[src/rtl/vid_hcount.sv]
`default_nettype none
// ============================================================================
// Module      : vid_hcount
// Description : Horizontal half-line counter with period shadow and registered
//               blank/sync event generation for the video timing chain.
// Revision    : 1.0 - initial release
// ============================================================================
module vid_hcount #(
    parameter int HSW_W = 8
) (
    input  logic             sys_clk,
    input  logic             reset,
    input  logic             en,
    input  logic [9:0]       hp,
    input  logic [10:0]      hbb,
    input  logic [10:0]      hbe,
    input  logic [10:0]      hs,
    input  logic [HSW_W-1:0] hsw,
    output logic [10:0]      hcnt,
    output logic             line_end,
    output logic             hblank,
    output logic             hsync,
    output logic             hgt_hbb
);

    localparam logic [HSW_W-1:0] c_sw_one = HSW_W'(1);

    logic [9:0]       r_cnt;
    logic             r_half;
    logic [9:0]       r_hp_sh;
    logic             r_line_end;
    logic             r_hblank;
    logic             r_hsync;
    logic [HSW_W-1:0] r_sw_cnt;
    logic             r_hgt_hbb;

    logic [10:0]      w_pos;
    logic             w_wrap;
    logic             w_hs_hit;

    assign w_pos    = {r_half, r_cnt};
    assign w_wrap   = (r_cnt == r_hp_sh);
    assign w_hs_hit = (w_pos == hs) && (hsw != '0);

    always_ff @(posedge sys_clk) begin
        if (reset) begin
            r_cnt      <= '0;
            r_half     <= 1'b0;
            r_hp_sh    <= hp;
            r_line_end <= 1'b0;
            r_hblank   <= 1'b1;
            r_hsync    <= 1'b0;
            r_sw_cnt   <= '0;
            r_hgt_hbb  <= 1'b0;
        end else begin
            r_line_end <= 1'b0;
            r_hgt_hbb  <= (w_pos > hbb);
            if (en) begin
                // The period shadow only reloads at the full-line wrap, so a
                // mid-line hp change cannot strand cnt above the period.
                if (w_wrap) begin
                    r_cnt  <= '0;
                    r_half <= ~r_half;
                    if (r_half) begin
                        r_line_end <= 1'b1;
                        r_hp_sh    <= hp;
                    end
                end else begin
                    r_cnt <= r_cnt + 10'd1;
                end

                // Blank set takes priority when begin and end coincide.
                if (w_pos == hbb) begin
                    r_hblank <= 1'b1;
                end else if (w_pos == hbe) begin
                    r_hblank <= 1'b0;
                end

                if (w_hs_hit) begin
                    r_hsync  <= 1'b1;
                    r_sw_cnt <= hsw - c_sw_one;
                end else if (r_hsync) begin
                    if (r_sw_cnt == '0) begin
                        r_hsync <= 1'b0;
                    end else begin
                        r_sw_cnt <= r_sw_cnt - c_sw_one;
                    end
                end
            end
        end
    end

    assign hcnt     = w_pos;
    assign line_end = r_line_end;
    assign hblank   = r_hblank;
    assign hsync    = r_hsync;
    assign hgt_hbb  = r_hgt_hbb;

endmodule
`default_nettype wire

[config.mk]
export PLATFORM = sky130hd
export DESIGN_NAME = vid_hcount
export DESIGN_NICKNAME = d
export VERILOG_FILES = /design/src/rtl/vid_hcount.sv
export SDC_FILE = /design/constraint.sdc
export NUM_CORES = 1
export LEC_CHECK = 0
export CAP_MARGIN = 20
export CORE_MARGIN = 2
export CORE_UTILIZATION = 45
export CTS_CLUSTER_DIAMETER = 40
export DETAILED_ROUTE_END_ITERATION = 16
export PLACE_DENSITY = 0.85
export SLEW_MARGIN = 10
export SYNTH_ARGS = -nofsm -noshare
export SYNTH_HDL_FRONTEND = slang
export SYNTH_SLANG_ARGS = --single-unit
[constraint.sdc]
create_clock -name sys_clk -period 8.2 [get_ports sys_clk]
set_input_delay 1.23 -clock sys_clk [delete_from_list [all_inputs] [get_ports sys_clk]]
set_output_delay 1.23 -clock sys_clk [all_outputs]
set_load 0.005 [all_outputs]
Yosys cells after proc, flatten, opt, wreduce, memory -nomap -nowiden
Cells that the tools add are included.
- bits in registers: 33
- input bits: 54
- output and inout bits: 15
- logic and storage cells: 47
- add/sub/neg operators: 3
- $lt $le $gt $ge: 1
- equality and inequality tests: 5
- mux-type cells: 14
- bitwise operators: 3
- reductions and logical operators: 13
- operator list (cell ; number):
    $mux W10 ; 5
    $eq A11 B11 Y1 ; 3
    $mux W8 ; 3
    $sub A8 B1 Y8 const B ; 2
    $gt A11 B11 Y1 ; 1
    $add A10 B1 Y10 const B ; 1
    $eq A10 B10 Y1 ; 1
    $reduce_bool A2 Y1 ; 5
    $logic_not A8 Y1 ; 1
    $reduce_bool A8 Y1 ; 1
    $mux W1 ; 6
    $reduce_and A3 Y1 ; 2
    $reduce_and A2 Y1 ; 2
    $not A1 Y1 ; 3
    $reduce_or A3 Y1 ; 1
    $ne A2 B2 Y1 const B ; 1
    $logic_and A1 B1 Y1 ; 1

Logic depth before layout (Yosys ltp)
- depth after elaboration: 4
- gate-level depth with buffers: 15
- mapped depth without buffers: 11

Worst setup path after synthesis
OpenSTA, ideal clock, no wires.
- path type: input-to-reg
- start: input port hsw[3]
- end: register r_sw_cnt[4]
- arrival: 4.102 ns
- required time: 8.133 ns
- path slack: 4.031 ns
- stages: 14
- path buffers: 3
- path through: or4_1 -> or4_1 -> o2111a_1 -> buf_6 -> buf_2 -> mux2i_1 -> ha_1 -> clkbuf_1 -> inv_1 -> or3_1 -> xnor2_1 -> nand2_1 -> a21o_1 -> a21oi_2
- cells in the longest elaborated chain, start to end: 4
- ends and longest elaborated chain (item ; RTL line ; text):
    start, declared ; 18 ; input logic [HSW_W-1:0] hsw,
    branches (longest 4 deep; another with $sub A8 B1 Y8) ; -- ;
    end signal, assigned ; 81 ; r_sw_cnt <= hsw - c_sw_one;
    end signal, assigned ; 86 ; r_sw_cnt <= r_sw_cnt - c_sw_one;
    end, declared ; 34 ; logic [HSW_W-1:0] r_sw_cnt;
Parallel ways; which one is timed is not known.
A chain may end at the register's enable or synchronous reset.

Worst setup path in the final report
- start: input port hsw[2]
- end: register r_sw_cnt[4]
Same word-level chain as after synthesis.

==> impl_results.md <==
- Finished Core Util: 62.8%
- Max Slew Vio Count: 0
- Upper clock frequency limit: 0.219 GHz
- Clock network fraction of design power: 34.1%
- RSZ-0062 raised after global routing: no
- Post-route ant nets: 0
- Routed WL: 5170 um
- CTS tree: done
- Crit path cell chain: clkdlybuf4s50_1 -> or4_1 -> or4_1 -> o2111a_1 -> mux2i_1 -> ha_1 -> inv_1 -> or3_1 -> xnor2_1 -> nand2_1 -> a21o_1 -> a21oi_2
- Final nets: 371
- Ys async rst share: 0%
- First-pass GRT wire length: 8410 um
- Diodes inserted: 0
- Sequential power share: 49.5%
- Clock buffer count from CTS: 5
- Worst hold path type: reg2reg
- Worst setup margin: 3.64 ns
- Post-CTS sizing: 0
- Combinational power share: 16.4%
- Max_slew headroom: 52.2%
- Post-synthesis sequential area ratio: 34.8%
- Final Cycle Share: 55.6%
- Syn Std Cell Area: 0.00218 sq mm
- Cell mode on critical path: or4_1
- First DRT Iteration DRCs: 113
- Clock latency on the worst-skew pair: 0.30 ns
- Critical Path AT: 4.78 ns
- Hold_buf cts: 0
- Crit path kind: in2reg
- Vias in the first global route: 1,816
- DP HPWL: 3930 um
- Number of synthesized flops with an enable pin: 10
- Peak supply drop: 0.0971 mV
- DR vias: 1,912
- Avg Cell Area, Syn: 8.88 sq um
- Sw power: 0.0913 mW
- Power per cell area: 123 mW/mm^2
- Final setup fails: 0
- Global placement routability congestion: 0.892
- Status: completed
- Synth Instances: 246
- Crit-path slowest cell: or4_1
- Die X-Extent: 73.7 um
- CP max FO: 19
- Initial antenna violation count: 0
- Largest net degree at the start of global routing: 20
- Crit. End Element: flip-flop
- Io pins: 69
- Average routed wire per standard cell: 14.4 um
- H-tree levels: 2
- Critical Path RT: 8.42 ns
- Final hold vios: 0
- Remaining routing DRC violations: 0
- Clk buf depth: 2
- Grt ovf: 0
- Total GRT Usage: 20.4%
- Clk_skew: 0.00970 ns
- Fin area: 0.00295 sq mm
- Synthesis-stage register bit count: 33
- Initial core utilization: 46.5%
- PortBufs: 68
- Post-CTS setup buffers: 0
- Sw Share: 25.2%
- Dpl ws: 3.40 ns
- Max cap viols: 0
- Clock root buffer: clkbuf_8
- Clk sinks: 33
- Post-synthesis net count: 313
- Most used flip-flop cell after synthesis: dfxtp_1
- Synth warnings: 0
- Row cnt: 25
- Synth top area share: 21.1%
- Area Growth Syn to Fin: 35.0%
- Chip height: 73.7 um
- Placed Area: 0.00286 sq mm
- Synth top area cells: dfxtp_1, edfxtp_1, xnor2_1, xor2_1, ha_1
- Most area-hungry cell type in the Yosys netlist: dfxtp_1
- Critical path startpoint category: primary input
- Vias per inst: 5.33
- Drt pass-1 iters: 5
- Internal power: 0.271 mW
- Core area: 0.00469 sq mm
- Slowest stage delay, CP: 0.56 ns
- Worst-Margin Slew: 0.715 ns
- Clk slew on worst S/H paths: 0.07 ns
- Die area: 0.00543 sq mm
- Distinct cell type count after synthesis: 40
- Leakage power: 1.18 nW
- Setup_tns: 0 ns
- Fin crit period: 4.56 ns
- Share of post-route cells with drive strength above 1: 4.26%
## state kept, by name, summed over array words and instances (netlist names)
register / count
r_cnt: 10
r_sw_cnt: 8
r_hp_sh: 10
r_half: 1
hsync: 1
hblank: 1
line_end: 1
hgt_hbb: 1
## metal layers
metal  GRT usage (%)  share of wire, %  vias up
met2            33.1                48       45
met3            4.80               4.0        8
met5               0                 0        -
met4            6.67               1.5        0
met1            26.6                46      886
li1                -                 -      973
## power by group through the flow
| stage | Clock, mW | Sequential [mW] | Combinational [mW] |
|---|---|---|---|
| after global placement | 0 | 0.183 | 0.0584 |
| after floorplan | 0 | 0.180 | 0.0279 |
| after detailed placement | 0 | 0.183 | 0.0596 |
| after global routing | 0.134 | 0.180 | 0.0652 |
| final | 0.124 | 0.179 | 0.0595 |
| after CTS | 0.126 | 0.179 | 0.0598 |
## path summary, 6_finish.rpt
kind	to	from	slack, ns	cells after the start
setup / recovery	r_sw_cnt[4]$_SDFFE_PP0P_	hsw[2]	3.64	12
hold / removal	hblank$_SDFFE_PP1P_	hblank$_SDFFE_PP1P_	0.45	2
setup reg to reg	r_sw_cnt[4]$_SDFFE_PP0P_	r_cnt[1]$_SDFFE_PP0P_	4.67	11
hold reg to reg	hblank$_SDFFE_PP1P_	hblank$_SDFFE_PP1P_	0.45	2
## metrics by stage
stage | std cells | hold WS (ns) | total power [mW]
after floorplan | 246 | 0.447 | 0.208
after global placement | 351 | 0.437 | 0.241
after detailed placement | 351 | 0.442 | 0.243
after CTS | 359 | 0.452 | 0.366
after global routing | 359 | 0.494 | 0.379
final | 359 | 0.451 | 0.362
## placed cells by master (no fill, tap or decap), types with 8 or more instances in the layout
cell type and instances:
a21oi_1 9, edfxtp_1 10, nor2_1 19, inv_1 13, xnor2_1 26, nand4_1 13, clkdlybuf4s50_1 68, ha_1 13
nor3_1 8, nand2_1 16, xor2_1 21, dfxtp_1 23
## cell usage after synthesis, types with 2 or more instances
cell,instances
a211o_1,4
a21o_1,2
a21oi_1,9
a21oi_2,2
and3_1,3
clkbuf_1,13
dfxtp_1,23
edfxtp_1,10
ha_1,13
inv_1,13
mux2i_1,7
nand2_1,16
nand3_1,5
nand4_1,13
nor2_1,19
nor2b_1,2
nor3_1,8
nor4_1,3
o21a_1,3
o21ai_0,7
or2_2,2
or3_1,2
or4_1,5
xnor2_1,26
xor2_1,21
## cells by family (layout without fill, tap and decap cells)
| family | Yosys count | in the layout | synth area share, % |
|---|---|---|---|
| simple gates | 80 | 80 | 18.5 |
| xor+xnor | 47 | 47 | 18.9 |
| compound gates | 36 | 36 | 11.4 |
| flops | 33 | 33 | 34.8 |
| buf+inv | 30 | 89 | 5.73 |
| fa+ha+maj | 13 | 13 | 7.45 |
| mux | 7 | 7 | 3.21 |
## final cells by class
cell class	instances	area, sq um
fill	387	1750
multi-input combinational	183	1300
sequential	33	761
timing repair buffer	68	681
clock buffer	5	68.8
tap	54	67.6
inverter	13	48.8
clock inverter	3	22.5
## critical path: cells and delay by family
kind,cells,cell delay (ns)
XOR/XNOR,1,0.15
multiplexers,1,0.26
buffers and inverters,2,0.57
AO/OA/AOI/OAI,3,0.83
adder cells (fa/ha/maj),1,0.32
AND/OR/NAND/NOR,4,1.41
No activity file was read; power rests on OpenSTA's default activity.
